$ cat src/rtl/j1_boot_loader_if.sv
// j1_boot_loader_if
// Groups the loader's byte stream and program-RAM write bus.
//   rx_data/rx_valid : byte stream from the serial receiver into the loader
//   rx_ready         : loader accepts the byte (transfer on rx_valid && rx_ready)
//   ram_addr/ram_data/ram_we : program RAM word write port driven by the loader
// Modport master is the loader side, slave is the receiver/RAM side.
interface j1_boot_loader_if;
  logic [7:0]  rx_data;
  logic        rx_valid;
  logic        rx_ready;
  logic [12:0] ram_addr;
  logic [15:0] ram_data;
  logic        ram_we;

  modport master (
    input  rx_data, rx_valid,
    output rx_ready, ram_addr, ram_data, ram_we
  );

  modport slave (
    output rx_data, rx_valid,
    input  rx_ready, ram_addr, ram_data, ram_we
  );
endinterface

$ cat src/rtl/j1_boot_loader.sv
// j1_boot_loader
// Receives a framed program image over a byte stream, writes it into the J1
// program RAM and releases the CPU from reset once the XOR checksum matches.
// Frame: SYNC_BYTE, LEN_HI, LEN_LO, N words (high byte first), CHK.
// Ports:
//   sys_clk_i, sys_rst_i : clock, synchronous active-high reset
//   boot_req             : pulse; halts the CPU and restarts loading
//   bus (master)         : rx byte stream in, program RAM write port out
//   cpu_rst_o            : holds the CPU in reset while high
//   boot_done            : CPU running a verified image
//   boot_err             : sticky error (bad length, checksum, timeout)
//
// state   | meaning
// --------+---------------------------------------------------
// IDLE    | waiting for SYNC_BYTE, other bytes discarded
// LEN_HI  | expecting word count high byte
// LEN_LO  | expecting word count low byte, range check
// DATA_HI | expecting high byte of the next word
// DATA_LO | expecting low byte; word written on the next cycle
// CHECK   | expecting checksum byte
// RUN     | image verified, CPU released, rx stream ignored
module j1_boot_loader #(
  parameter logic [7:0] SYNC_BYTE = 8'hA5,
  parameter int         MAX_WORDS = 8192,
  parameter int         TIMEOUT   = 1_000_000
) (
  input  logic               sys_clk_i,
  input  logic               sys_rst_i,
  input  logic               boot_req,
  j1_boot_loader_if.master   bus,
  output logic               cpu_rst_o,
  output logic               boot_done,
  output logic               boot_err
);

  localparam int TW = $clog2(TIMEOUT + 1);
  localparam logic [TW-1:0] TMO_LAST = TW'(TIMEOUT - 1);
  localparam logic [15:0]   MAX_N    = 16'(MAX_WORDS);

  typedef enum logic [2:0] {
    IDLE, LEN_HI, LEN_LO, DATA_HI, DATA_LO, CHECK, RUN
  } state_t;

  state_t        state_q, state_d;
  logic [15:0]   len_q, len_d;
  logic [7:0]    hi_q, hi_d;
  logic [15:0]   idx_q, idx_d;
  logic [7:0]    xor_q, xor_d;
  logic [TW-1:0] tmo_q, tmo_d;
  logic          ready_d, we_d, cpu_rst_d, done_d, err_d;
  logic [12:0]   addr_d;
  logic [15:0]   data_d;

  logic          accept;
  logic          in_frame;
  logic [15:0]   len_full;

  assign accept   = bus.rx_valid && bus.rx_ready;
  assign in_frame = (state_q != IDLE) && (state_q != RUN);
  assign len_full = {len_q[15:8], bus.rx_data};

  always_ff @(posedge sys_clk_i) begin
    if (sys_rst_i) begin
      state_q      <= IDLE;
      len_q        <= '0;
      hi_q         <= '0;
      idx_q        <= '0;
      xor_q        <= '0;
      tmo_q        <= '0;
      bus.rx_ready <= 1'b1;
      bus.ram_we   <= 1'b0;
      bus.ram_addr <= '0;
      bus.ram_data <= '0;
      cpu_rst_o    <= 1'b1;
      boot_done    <= 1'b0;
      boot_err     <= 1'b0;
    end else begin
      state_q      <= state_d;
      len_q        <= len_d;
      hi_q         <= hi_d;
      idx_q        <= idx_d;
      xor_q        <= xor_d;
      tmo_q        <= tmo_d;
      bus.rx_ready <= ready_d;
      bus.ram_we   <= we_d;
      bus.ram_addr <= addr_d;
      bus.ram_data <= data_d;
      cpu_rst_o    <= cpu_rst_d;
      boot_done    <= done_d;
      boot_err     <= err_d;
    end
  end

  always_comb begin
    state_d   = state_q;
    len_d     = len_q;
    hi_d      = hi_q;
    idx_d     = idx_q;
    xor_d     = xor_q;
    we_d      = 1'b0;
    addr_d    = bus.ram_addr;
    data_d    = bus.ram_data;
    cpu_rst_d = cpu_rst_o;
    done_d    = boot_done;
    err_d     = boot_err;

    if (!in_frame || accept) tmo_d = '0;
    else                     tmo_d = tmo_q + 1'b1;

    unique case (state_q)
      IDLE: begin
        if (accept && bus.rx_data == SYNC_BYTE) begin
          state_d = LEN_HI;
          err_d   = 1'b0;
          xor_d   = '0;
          idx_d   = '0;
        end
      end
      LEN_HI: begin
        if (accept) begin
          len_d[15:8] = bus.rx_data;
          state_d     = LEN_LO;
        end
      end
      LEN_LO: begin
        if (accept) begin
          len_d = len_full;
          if (len_full > MAX_N) begin
            err_d   = 1'b1;
            state_d = IDLE;
          end else if (len_full == 16'd0) begin
            state_d = CHECK;
          end else begin
            state_d = DATA_HI;
          end
        end
      end
      DATA_HI: begin
        if (accept) begin
          hi_d    = bus.rx_data;
          xor_d   = xor_q ^ bus.rx_data;
          state_d = DATA_LO;
        end
      end
      DATA_LO: begin
        if (accept) begin
          we_d    = 1'b1;
          addr_d  = idx_q[12:0];
          data_d  = {hi_q, bus.rx_data};
          xor_d   = xor_q ^ bus.rx_data;
          idx_d   = idx_q + 16'd1;
          state_d = (idx_q == len_q - 16'd1) ? CHECK : DATA_HI;
        end
      end
      CHECK: begin
        if (accept) begin
          if (bus.rx_data == xor_q) begin
            state_d   = RUN;
            cpu_rst_d = 1'b0;
            done_d    = 1'b1;
          end else begin
            err_d   = 1'b1;
            state_d = IDLE;
          end
        end
      end
      RUN: ;
      default: state_d = IDLE;
    endcase

    // An accepted byte resets the idle timer, so expiry only fires on a stall.
    if (in_frame && !accept && tmo_q == TMO_LAST) begin
      err_d   = 1'b1;
      state_d = IDLE;
    end

    // boot_req overrides everything, including a coincident byte or word write.
    if (boot_req) begin
      state_d   = IDLE;
      cpu_rst_d = 1'b1;
      done_d    = 1'b0;
      idx_d     = '0;
      xor_d     = '0;
      tmo_d     = '0;
      we_d      = 1'b0;
      addr_d    = bus.ram_addr;
      data_d    = bus.ram_data;
      err_d     = boot_err;
    end

    ready_d = (state_d != RUN);
  end

endmodule

$ cat src/flat_wrapper.sv
// flat-port wrapper written by rule: the top's interface ports become plain ports
module j1_boot_loader_flat 
#(
  parameter logic [7:0] SYNC_BYTE = 8'hA5,
  parameter int         MAX_WORDS = 8192,
  parameter int         TIMEOUT   = 1_000_000
)
  (sys_clk_i, sys_rst_i, boot_req, cpu_rst_o, boot_done, boot_err, bus_rx_data, bus_rx_valid, bus_rx_ready, bus_ram_addr, bus_ram_data, bus_ram_we);
  j1_boot_loader_if bus_i ();
  input  logic sys_clk_i;
  input  logic sys_rst_i;
  input  logic boot_req;
  output logic cpu_rst_o;
  output logic boot_done;
  output logic boot_err;
  input wire logic [$bits(bus_i.rx_data)-1:0] bus_rx_data;
  input wire logic [$bits(bus_i.rx_valid)-1:0] bus_rx_valid;
  output wire logic [$bits(bus_i.rx_ready)-1:0] bus_rx_ready;
  output wire logic [$bits(bus_i.ram_addr)-1:0] bus_ram_addr;
  output wire logic [$bits(bus_i.ram_data)-1:0] bus_ram_data;
  output wire logic [$bits(bus_i.ram_we)-1:0] bus_ram_we;
  assign bus_i.rx_data = bus_rx_data;
  assign bus_i.rx_valid = bus_rx_valid;
  assign bus_rx_ready = bus_i.rx_ready;
  assign bus_ram_addr = bus_i.ram_addr;
  assign bus_ram_data = bus_i.ram_data;
  assign bus_ram_we = bus_i.ram_we;
  j1_boot_loader #(.SYNC_BYTE(SYNC_BYTE), .MAX_WORDS(MAX_WORDS), .TIMEOUT(TIMEOUT)) u_core (.sys_clk_i(sys_clk_i), .sys_rst_i(sys_rst_i), .boot_req(boot_req), .bus(bus_i), .cpu_rst_o(cpu_rst_o), .boot_done(boot_done), .boot_err(boot_err));
endmodule
$ cat config.mk
export PLATFORM = sky130hd
export DESIGN_NAME = j1_boot_loader_flat
export DESIGN_NICKNAME = d
export VERILOG_FILES = /design/src/rtl/j1_boot_loader_if.sv /design/src/rtl/j1_boot_loader.sv /design/src/flat_wrapper.sv
export SDC_FILE = /design/constraint.sdc
export NUM_CORES = 1
export LEC_CHECK = 0
export ABC_AREA = 1
export CAP_MARGIN = 20
export CORE_MARGIN = 2
export CORE_UTILIZATION = 35
export CTS_BUF_LIST = sky130_fd_sc_hd__clkbuf_8 sky130_fd_sc_hd__clkbuf_16
export DETAILED_ROUTE_END_ITERATION = 16
export SLEW_MARGIN = 20
export SYNTH_ARGS = -nofsm -noshare
export SYNTH_HDL_FRONTEND = slang
export SYNTH_SLANG_ARGS = --single-unit
$ cat constraint.sdc
create_clock -name sys_clk_i -period 2.6 [get_ports sys_clk_i]
set_clock_uncertainty 0.15 [all_clocks]
set_input_delay 0.26 -clock sys_clk_i [delete_from_list [all_inputs] [get_ports sys_clk_i]]
set_output_delay 0.26 -clock sys_clk_i [all_outputs]
set_load 0.03 [all_outputs]
==> impl_results.md, run 1 <==
* Result of the run: complete, no violations
* Number of I/O pins at 46
* Slew of the pin with the lowest slew margin at 0.528 ns
* Type of the worst setup path: register to register
* Count of antenna-violating nets left after detailed routing at 0
* Count of TritonRoute iterations in the first routing pass at 5
* Hold Slack at about 0.30 ns
* Post-place instance area at roughly 5900 um2
* Delay of the slowest cell on the worst path at roughly 0.32 ns
* Fillers at about 1500
* Hold Path End: u_core.cpu_rst_o
* Number of buffers added for setup after CTS at 0
* Share of synthesized area occupied by flip-flops and latches at just over 40%
* Core Region at 14400 um2
* Count of port buffers added during placement at between 40 and 50
* Average wire per standard cell at 13.5 um
* Leading cell types by total area after synthesis: dfxtp_1 (41%), nand2_1 (9.1%), nor2_1 (8.3%), o21ai_0 (7.2%), a21oi_1 (5.7%)
* Worst EP arrival at roughly 2.3 ns
* Type of origin of the critical path: register
* Count of synthesis-stage warnings from yosys at 0
* Most common cell on crit path: nand2_1
* Clock transition time at the flip-flop clock pins of the worst setup and hold paths at 0.08 ns
* HPWL after detailed placement at 9.75 mm
* Number of nets in the synthesized netlist at 742
* Worst skew pair latency at around 0.36 ns
* Instance count of the mapped netlist at just over 700
* Initial antenna violation count at 0
* Data required time at the worst endpoint at ~2.7 ns
* R2r endpoint: u_core.bus.rx_ready
* Finished layout cell area at roughly 6000 um2
* Die Span X at approximately 130 um
* CTS max path bufs at 2
* Leakage component of the power at ~2.5 nW
* Cell area power density at about 500 nW/um2
* Worst Hold Path Cells at 2
* CP max stage cell: dfxtp_1
* Overflow left after global routing at 0
* Ratio of cells with drive above 1 in the final layout at under 10%
* Worst hold-check path type: register to register
* Number of global-route vias before repair at approximately 4300
* CTS tree: yes
* FF-to-FF setup slack at between 0.3 and 0.4 ns
* Height of the die at about 130 um
* # clock sinks at 105
* Global-route wire length before repair at 21.9 mm
* Final Wtd Congestion at just under 0.9
* Final-layout setup total negative slack at 0 ns
* Final core area utilization at a little over two fifths
* DRC violations left at 0
* Iter 0 DRT Violations at between 200 and 300
* Buffer type at the clock tree root: clkbuf_16
* Post-CTS sizing at 0
* Setup repair after global routing missed its margin: false
* Cell class contributing the biggest share of worst-path delay: simple AND/OR/NAND/NOR gates
* Number of antenna repair diodes at 0
* Origin of the worst min-delay path: u_core.cpu_rst_o
* P&R area growth vs syn at 19.6%
* Final Critical Period at between 2 and 2.5 ns
* Number of distinct library cells after synthesis at 40
* Pins Over Slew Limit at 0
* Multi-input combinational cell area at roughly 2700 um2
* Final Hold Viols at 0
* # hold bufs at CTS at 0
* Overall die area at approximately 16000 um2
* Start of the worst register-to-register path: u_core.len_q[0]
* Critical path depth at 13
* Max_cap viols at 0
* Post-Synthesis Mean Instance Area at about 7 um2
* Reg area at between 2000 and 2500 um2
* FF-to-FF path depth at 13
* Total number of vias at 4795
* Sum of routed wire length over all layers at 13.1 mm
* Number of clock buffers inserted by TritonCTS at 9
* Part of the cycle the worst path needs at approximately 85%
* Number of vias per cell after detailed routing at 4.95
* Total Power Consumption at between 3 and 4 mW
* Area leader, netlist: dfxtp_1
* Overall Global Routing Usage at ~17%
* Critical path, cell by cell: inv_2 > ha_1 > nand2_1 > nor2_1 > nand2_1 > nand3_1 > nand2_1 > nor3_1 > nand3_1 > nand2_1 > nand2_1 > nand2_1 > nand3_1
* Maximum resistive drop on vdd at 0.288 mV
* H-tree Lvls at 3
* Worst setup margin at 0.382 ns
* Count of placed standard cells in the final layout, fillers left out at 968
* Area share of the largest cell type after synthesis at between 40% and 50%
* Number of register bits inferred by synthesis at roughly 110
* Placed Cells at approximately 950
* Highest clock rate at roughly 450 MHz
* Effective utilization at floorplan at between 30% and 40%
* Worst Path Max Fanout at 5
* Worst relative slew slack at 64.6%
* Kind of end point of the critical path: register
* Pin count of the biggest net entering global routing at 41
* Standard-cell rows at 44
* Post-layout nets at 794
* Setup-violating endpoint count in the final report at 0
* Worst setup slack before clock tree synthesis at 0.251 ns
* Combined area of all synthesized cells at 5140 um2
* Worst path bufs/invs at 1
[worst min-delay path, stage by stage, from the launching register on]
cell and delay [ns]:
dfxtp_1 0.32, nand2_1 0.06, nand2_1 0.04
[cell families after synthesis]
logic type / share of synthesized area (%)
AND/OR/NAND/NOR: 30.3
flip-flops: 40.9
adder cells (fa/ha/maj): 0.730
buffers and inverters: 7.40
XOR/XNOR: 4.43
AO/OA/AOI/OAI: 16.3
[routing by layer]
layer | vias to the layer above | share of wire, % | global-route usage, %
li1 | 2504 | - | -
met1 | 2182 | 49 | 23.7
met2 | 89 | 46 | 26.8
met3 | 20 | 3.1 | 2.44
met4 | 0 | 2.2 | 7.78
met5 | - | 0 | 0
[worst max path at each step]
stage,endpoint,start
6_report,u_core.bus.rx_ready,u_core.len_q[0]
4_1_cts,u_core.bus.rx_ready,u_core.len_q[0]
3_3_place_gp,u_core.idx_q[11],bus_rx_data[0]
3_5_place_dp,u_core.idx_q[11],bus_rx_data[0]
2_1_floorplan,u_core.idx_q[11],u_core.bus.rx_ready
5_1_grt,u_core.bus.rx_ready,u_core.len_q[0]
[power breakdown]
group / internal [mW] / leakage [nW] / switching, mW
registers: 1.61 / 0.845 / 0.000198
logic: 0.0352 / 1.52 / 0.0618
clock network: 0.670 / 0.146 / 0.673
[placed cells by master, fill, tap and decap left out, drive strengths merged]
| cell | n |
|---|---|
| nand2 | 129 |
| nor3 | 27 |
| a31oi | 2 |
| a211oi | 3 |
| o21bai | 1 |
| o21ai | 78 |
| o211ai | 4 |
| clkbuf | 9 |
| xor2 | 15 |
| or2 | 4 |
| a31o | 2 |
| o211a | 6 |
| nor4 | 4 |
| clkinv | 8 |
| dfxtp | 105 |
| nand3 | 33 |
| a21oi | 59 |
| ha | 3 |
| nor3b | 2 |
| inv | 80 |
| nor2 | 124 |
| nand4 | 16 |
| buf | 14 |
| xnor2 | 11 |
| clkdlybuf4s50 | 45 |
[cell usage after synthesis, drive strengths merged]
master and n:
a31oi 2, or2 4, nand4 16, nor2 124, nor4 4, a211oi 3, inv 77, clkinv 4
nand3 33, a31o 2, xnor2 11, nand2 129, clkbuf 16, a21oi 59, o211a 6, nor3b 2
nor3 27, o21bai 1, buf 2, dfxtp 105, o211ai 4, xor2 15, ha 3, o21ai 78
[state kept, by name, summed over array words and instances (netlist names), 3 cells and up]
register,cells
u_core.bus.ram_data,16
u_core.bus.ram_addr,13
u_core.state_q,3
u_core.hi_q,8
u_core.tmo_q,20
u_core.len_q,16
u_core.xor_q,8
u_core.idx_q,16
[layout make-up]
| cell class | count | area share [%] |
|---|---|---|
| clock buffer | 9 | 3.66 |
| clock inverter | 7 | 1.08 |
| inverter | 81 | 5.03 |
| multi-input combinational | 523 | 43.2 |
| sequential | 105 | 34.2 |
| tap | 184 | 3.75 |
| timing repair buffer | 59 | 9.04 |
No activity file was read; power rests on OpenSTA's default activity.
==> inputs of run 2 (changes only) <==
CORE_ASPECT_RATIO = 0.7   (was unset)
==> run 2 against run 1 <==
  * Setup slack improved by 0.0097 ns
  * Critical path type unchanged
  * First-iteration DRC count fell by 6.7%
  * Highest routed layer unchanged
  * Largest cell class unchanged
  * Maximum frequency rose by 0.44%
==> impl_results.md, run 2 (synthesized netlist as in run 1, its figures left out) <==
* Result of the run: complete, no violations
* Cell area power density at about 500 nW/um2
* # clock sinks at approximately 110
* Data required time at the worst endpoint at about 2.7 ns
* Worst hold-check path type: register to register
* DRC violations left at 0
* HPWL after detailed placement at between 9 and 10 mm
* Standard-cell rows at 37
* Most frequent cells in the layout: nand2_1 (125), nor2_1 (113), dfxtp_1 (105)
* Effective utilization at floorplan at a little over a third
* CP max stage cell: dfxtp_1
* Delay of the slowest cell on the worst path at approximately 0.32 ns
* CTS tree: yes
* Multi-input combinational cell area at roughly 2700 um2
* Part of the cycle the worst path needs at between 80% and 90%
* Die Span X at 149 um
* Switching power total at 0.763 mW
* Critical path, cell by cell: inv_2 > ha_1 > nand2_1 > nor2_1 > nand2_1 > nand3_1 > nand2_1 > nor3_1 > nand3_1 > nand2_1 > nand2_1 > nand2_1 > nand3_1
* Total number of vias at roughly 4700
* Pins Over Slew Limit at 0
* Fillers at between 1500 and 2000
* Kind of end point of the critical path: register
* Flip-flop count of the largest register after layout at 20
* Pin count of the biggest net entering global routing at 39
* Worst path bufs/invs at 1
* Worst Path Max Fanout at 5
* Worst skew pair latency at 0.36 ns
* Post-CTS sizing at 0
* Worst relative slew slack at 57.0%
* P&R area growth vs syn at 21.0%
* Cell class contributing the biggest share of worst-path delay: simple AND/OR/NAND/NOR gates
* Type of the worst setup path: register to register
* Sum of routed wire length over all layers at 13.6 mm
* Overall die area at 15700 um2
* Highest clock rate at 453 MHz
* Number of global-route vias before repair at roughly 4300
* Leakage component of the power at 2.53 nW
* Initial antenna violation count at 0
* Number of buffers added for setup after CTS at 0
* Count of antenna-violating nets left after detailed routing at 0
* Buffer type at the clock tree root: clkbuf_16
* Most common cell after layout, fill and taps aside: nand2_1
* Iter 0 DRT Violations at between 200 and 300
* Setup-violating endpoint count in the final report at 0
* Type of origin of the critical path: register
* Count of port buffers added during placement at 45
* Final Hold Viols at 0
* Clock transition time at the flip-flop clock pins of the worst setup and hold paths at 0.08 ns
* Cell Int Power at roughly 2.3 mW
* Post-layout nets at about 800
* Maximum resistive drop on vdd at around 0.29 mV
* Global-route wire length before repair at approximately 23 mm
* Final-layout setup total negative slack at 0 ns
* Top register by number of flip-flops: u_core.tmo_q
* Average wire per standard cell at about 14 um
* Post-place instance area at between 5000 and 6000 um2
* Most common cell on crit path: nand2_1
* Overall Global Routing Usage at between 15 and 20%
* Final Critical Period at between 2 and 2.5 ns
* Number of antenna repair diodes at 0
* Height of the die at around 110 um
* Number of clock buffers inserted by TritonCTS at 9
* # hold bufs at CTS at 0
* Setup repair after global routing missed its margin: false
* H-tree Lvls at 3
* Portion of total power attributed to combinational logic at under 10%
* Finished layout cell area at 6220 um2
* Net Sw Frac at between 20% and 30%
* Core Region at around 15000 um2
* Overflow left after global routing at 0
* Final Wtd Congestion at just under 0.9
* Sequential group share of total power at a little over half
* Slew of the pin with the lowest slew margin at between 0.6 and 0.7 ns
* Reg area at 2100 um2
* Number of I/O pins at 46
* Ratio of cells with drive above 1 in the final layout at 8.76%
* Max_cap viols at 0
* CTS max path bufs at 2
* Clock share of power at 44.6%
* Count of TritonRoute iterations in the first routing pass at 5
* Worst EP arrival at approximately 2.3 ns
* Number of vias per cell after detailed routing at 4.81
## run 2: cell types whose count changed in the layout (fill, tap and decap cells not counted), sizes merged
cell | previous run | this run
clkinvlp | 0 | 1
clkinv | 8 | 6
buf | 14 | 18
inv | 80 | 81
## run 2: metal layers
| layer | GRT usage [%] | up-vias | part of all wire (%) |
|---|---|---|---|
| li1 | - | 2502 | - |
| met1 | 27.4 | 2100 | 54 |
| met2 | 25.0 | 111 | 39 |
| met3 | 4.72 | 13 | 6.8 |
| met4 | 4.22 | 0 | 0.91 |
| met5 | 0 | - | 0 |
## run 2: power by group through the flow
stage	clock network, mW	logic (mW)	registers [mW]
6_report	1.38	0.103	1.61
5_1_grt	1.46	0.114	1.61
4_1_cts	1.40	0.104	1.61
3_5_place_dp	0	0.103	1.64
3_3_place_gp	0	0.104	1.64
2_1_floorplan	0	0.0422	1.64
## run 2: cell type report
| type | instances | share of cell area (%) |
|---|---|---|
| Clock buffer | 9 | 3.62 |
| Timing Repair Buffer | 63 | 9.81 |
| Tap cell | 195 | 3.92 |
| Sequential cell | 105 | 33.8 |
| Clock inverter | 7 | 1.17 |
| Inverter | 81 | 4.97 |
| Multi-Input combinational cell | 523 | 42.7 |
## run 2: worst register-to-register path: cells and delay by family (launching register included)
family        cells  cell delay [ns]
simple gates     11             1.29
fa+ha+maj         1             0.23
flops             1             0.32
buf+inv           1             0.09
## run 2: path summary, 6_finish.rpt
path / start / cells past startpoint / slack, ns / endpoint
hold / removal: u_core.cpu_rst_o / 2 / 0.30 / u_core.cpu_rst_o
setup / recovery: u_core.len_q[0] / 13 / 0.39 / u_core.bus.rx_ready
hold reg to reg: u_core.cpu_rst_o / 2 / 0.30 / u_core.cpu_rst_o
setup reg to reg: u_core.len_q[0] / 13 / 0.39 / u_core.bus.rx_ready
## run 2: metrics by stage
stage	total power, mW	std cells	worst slack, ns	hold WS (ns)	util (%)
final	3.09	983	0.391	0.303	42.8
after floorplan	1.69	727	0.650	0.179	-
after detailed placement	1.75	967	0.197	0.290	40.7
after global placement	1.75	967	0.247	0.293	40.7
after global routing	3.18	983	0.161	0.330	42.8
after CTS	3.11	983	0.404	0.304	42.8
==> patch 1 (flow settings as in run 1) <==
`MAX_WORDS` is set to 8192 in 2 places; all go to 4096.
--- a/src/rtl/j1_boot_loader.sv
+++ b/src/rtl/j1_boot_loader.sv
@@ -21,7 +21,7 @@
 // RUN     | image verified, CPU released, rx stream ignored
 module j1_boot_loader #(
   parameter logic [7:0] SYNC_BYTE = 8'hA5,
-  parameter int         MAX_WORDS = 8192,
+  parameter int         MAX_WORDS = 4096,
   parameter int         TIMEOUT   = 1_000_000
 ) (
   input  logic               sys_clk_i,
--- a/src/flat_wrapper.sv
+++ b/src/flat_wrapper.sv
@@ -2,7 +2,7 @@
 module j1_boot_loader_flat 
 #(
   parameter logic [7:0] SYNC_BYTE = 8'hA5,
-  parameter int         MAX_WORDS = 8192,
+  parameter int         MAX_WORDS = 4096,
   parameter int         TIMEOUT   = 1_000_000
 )
   (sys_clk_i, sys_rst_i, boot_req, cpu_rst_o, boot_done, boot_err, bus_rx_data, bus_rx_valid, bus_rx_ready, bus_ram_addr, bus_ram_data, bus_ram_we);
Behaviour: not the same (a bounded check fails within 4 cycles, from zero or initial values and one cycle with sys_rst_i high).
==> patch 1 against run 1 <==
Final cell count rose by 1.5%. Cell area rose by 0.51%. Global-route usage rose by 0.37 points. Sequential cell count did not move. Count of clock-buffer cells in the layout did not move. Power fell by 0.23%. Area after synthesis rose by 1.5%. Highest routed layer unchanged. Wire length rose by 2.5%. Setup slack improved by 37 ps. Combinational power fell by 2.3%. Critical path depth rose by 2. Worst hold slack got worse by 2.6 ps.
==> patch 1: results <==
metrics = {
    "routing": {
        "wl_met2_um": 5950,
        "via_count": 4840,
        "wl_met1_um": 6690,
        "viasPerCell": 4.92,
        "drt_first_pass_iters": 7,
        "routedWlPerCell_um": 13.7,
    },
    "finish": {
        "top_register": "u_core.tmo_q",
        "nets": 809,
        "fillCellCount": 1484,
        "drive_above_1_share_pct": 8.01,
        "largest_reg_flops": 20,
    },
    "setup_path": {
        "crit_fanout": 4,
        "rrSetupSlack_ps": 420,
        "startpoint": "u_core.len_q[1]",
        "cp_data_arrival_time_ps": 2270,
    },
    "yosys": {
        "synth.yosys.seq_area_share_pct": 40.3,
        "syn_avg_cell_area_sq_um": 6.98,
        "syn-num-nets": 762,
        "synth-xor-area-share_pct": 4.20,
        "synth_area_leaders": "dfxtp_1 40%, nand2_1 9.9%, nor2_1 8.2%, o21ai_0 6.6%, a21oi_1 6.2%",
        "yosysWarnings": 0,
        "ys_types": 45,
        "synth_commonest_cells": "137 x nand2_1, 114 x nor2_1, 105 x dfxtp_1",
        "synth_compound_area_share_pct": 15.7,
    },
    "timing": {
        "worst_pin_slew_ps": 482,
    },
    "placed_design": {
        "dpl.cell_count": 967,
        "gp_congestion": 0.856,
        "dpl-instance-area_sq_mm": 0.00589,
        "hpwl_um": 10100,
    },
    "global_routing": {
        "grt_pass1_vias": 4519,
        "grt_max_degree": 37,
        "grt_pass1_wl_um": 22500,
        "grtUsageTotal_pct": 17.6,
    },
    "worst_hold_path": {
        "min_from": "u_core.tmo_q[0]",
        "holdPathStages": 1,
    },
    "clock_tree": {
        "clk_latency_ps": 370,
    },
    "run_status": {
        "status": "finished, final reports clean",
    },
    "power_and_ir_drop": {
        "p_leak_nw": 2.61,
    },
}
patch 1: cell count changes after synthesis, sizes merged, moves of 4 or more:
cell / run 1 / this run
xor2: 15 / 19
inv: 77 / 82
buf: 2 / 9
nand3b: 0 / 4
clkbuf: 16 / 11
xnor2: 11 / 6
o21ai: 78 / 73
nand2: 129 / 141
a21oi: 59 / 65
patch 1: report_power, final:
part | total (mW) | internal (mW) | switching, mW
clock | 1.34 | 0.669 | 0.669
combinational | 0.0948 | 0.0333 | 0.0615
sequential | 1.61 | 1.61 | 0.000198
total | 3.04 | 2.31 | 0.731
patch 1: path summary, 6_finish.rpt:
path	endpoint
setup / recovery	u_core.bus.rx_ready
hold / removal	u_core.tmo_q[0]
setup reg to reg	u_core.bus.rx_ready
hold reg to reg	u_core.tmo_q[0]
patch 1: metal layers:
metal	vias to the layer above	track usage (%)
met3	19	3.06
met4	0	6.98
met2	112	26.6
met1	2170	24.9
met5	-	0
li1	2539	-
patch 1: layout make-up:
class                      instances  share of cell area, %
clock buffer                       9                   3.65
clock inverter                     7                  0.972
inverter                          83                   5.08
multi-input combinational        539                   43.7
sequential                       105                   34.0
tap                              184                   3.73
timing repair buffer              56                   8.83
patch 1: metrics by stage:
stage	power, mW	hold WS [ps]	setup WS, ps
after floorplan	1.69	179	725
after global placement	1.74	280	297
after detailed placement	1.74	291	236
after CTS	3.07	301	417
after global routing	3.15	326	157
final	3.04	302	418
patch 1: logic make-up (layout without fill, tap and decap cells):
family,count (synthesis),in the layout
DFF,105,105
AOI/OAI and AO/OA,152,152
and+or+nand+nor,359,359
adders and majority gates,3,3
xor gates and xnor gates,25,25
buffers and inverters,103,155
==> patch 2 (flow settings as in run 1) <==
Made on the original files. Take the reset off `hi_q` and load it in a clocked block of its own.
--- a/src/rtl/j1_boot_loader.sv
+++ b/src/rtl/j1_boot_loader.sv
@@ -63,7 +63,6 @@
     if (sys_rst_i) begin
       state_q      <= IDLE;
       len_q        <= '0;
-      hi_q         <= '0;
       idx_q        <= '0;
       xor_q        <= '0;
       tmo_q        <= '0;
@@ -77,7 +76,6 @@
     end else begin
       state_q      <= state_d;
       len_q        <= len_d;
-      hi_q         <= hi_d;
       idx_q        <= idx_d;
       xor_q        <= xor_d;
       tmo_q        <= tmo_d;
@@ -89,6 +87,10 @@
       boot_done    <= done_d;
       boot_err     <= err_d;
     end
+  end
+
+  always_ff @(posedge sys_clk_i) begin
+    hi_q <= hi_d;
   end
 
   always_comb begin
Check against the original RTL: same outputs for any inputs over 10 cycles, from zero or initial values and one cycle with sys_rst_i high; that may be too few to reach the edited logic, so the function may still have changed.
==> patch 2 against run 1 <==
Global-route usage rose by 0.15 points. Sequential cell count did not move. Power rose by 0.62%. Area after synthesis rose by 1.7%. Wire length rose by 0.69%. Cell area rose by 2.3%. Setup slack improved by 66 ps. Via count fell by 1.6%. Critical endpoint unchanged.
==> patch 2: results <==
metrics = {
    "run_status": {
        "status": "finished, final reports clean",
    },
    "routing": {
        "viasPerCell": 4.85,
        "wl_met1_um": 6180,
        "wl_met2_um": 6310,
        "routedWlPerCell_um": 13.6,
    },
    "yosys": {
        "syn_avg_cell_area_sq_um": 7.21,
        "synth_commonest_cells": "134 x nand2_1, 99 x nor2_1, 97 x dfxtp_1",
        "synth_edf_count": 8,
        "synth_area_leaders": "dfxtp_1 37%, nand2_1 9.6%, nor2_1 7.1%, o21ai_0 5.9%, a21oi_1 5.6%",
        "syn-num-nets": 740,
        "synth.yosys.seq_area_share_pct": 41.7,
        "ys_types": 45,
    },
    "placed_design": {
        "dpl-instance-area_sq_mm": 0.00599,
        "gp_congestion": 0.850,
        "pre_cts_ws_ps": 137,
    },
    "global_routing": {
        "grt_use_met3_pct": 2.85,
        "grt_max_degree": 25,
        "gr-usage-met1_pct": 22.7,
        "grt_pass1_wl_um": 22400,
        "grtUsageTotal_pct": 17.4,
        "use_met2_pct": 29.4,
    },
    "power_and_ir_drop": {
        "p_leak_nw": 2.62,
        "cellInternalPower_mw": 2.37,
        "peakVddDrop_v": 0.000247,
    },
    "finish": {
        "nets": 799,
        "drive_above_1_share_pct": 10.9,
        "stdcell_count": 973,
    },
    "worst_hold_path": {
        "min_path_type": "reg2reg",
        "min_from": "u_core.tmo_q[17]",
    },
    "setup_path": {
        "crit_fanout": 7,
        "critPathTopFamily": "simple AND/OR/NAND/NOR gates",
        "cp_data_arrival_time_ps": 2250,
    },
    "flow_run": {
        "maxCapViolations": 0,
    },
}
patch 2: final cells by class:
class | count | area [sq um]
clock buffer | 10 | 250
clock inverter | 6 | 41.3
fill | 1514 | 8300
inverter | 86 | 325
multi-input combinational | 517 | 2640
sequential | 105 | 2180
tap | 184 | 230
timing repair buffer | 65 | 613
patch 2: worst paths after layout:
check                              to  cells after the start  slack (ps)
setup / recovery  u_core.bus.rx_ready                     15         450
hold / removal       u_core.tmo_q[17]                      2         290
setup reg to reg  u_core.bus.rx_ready                     15         450
hold reg to reg      u_core.tmo_q[17]                      2         290
patch 2: cells by family after synthesis:
logic type	count (synthesis)	synth area share [%]
AO/OA/AOI/OAI	144	14.8
XOR/XNOR	18	3.02
adder cells (fa/ha/maj)	3	0.718
buffers and inverters	103	7.73
flip-flops	105	41.7
AND/OR/NAND/NOR	352	32.0
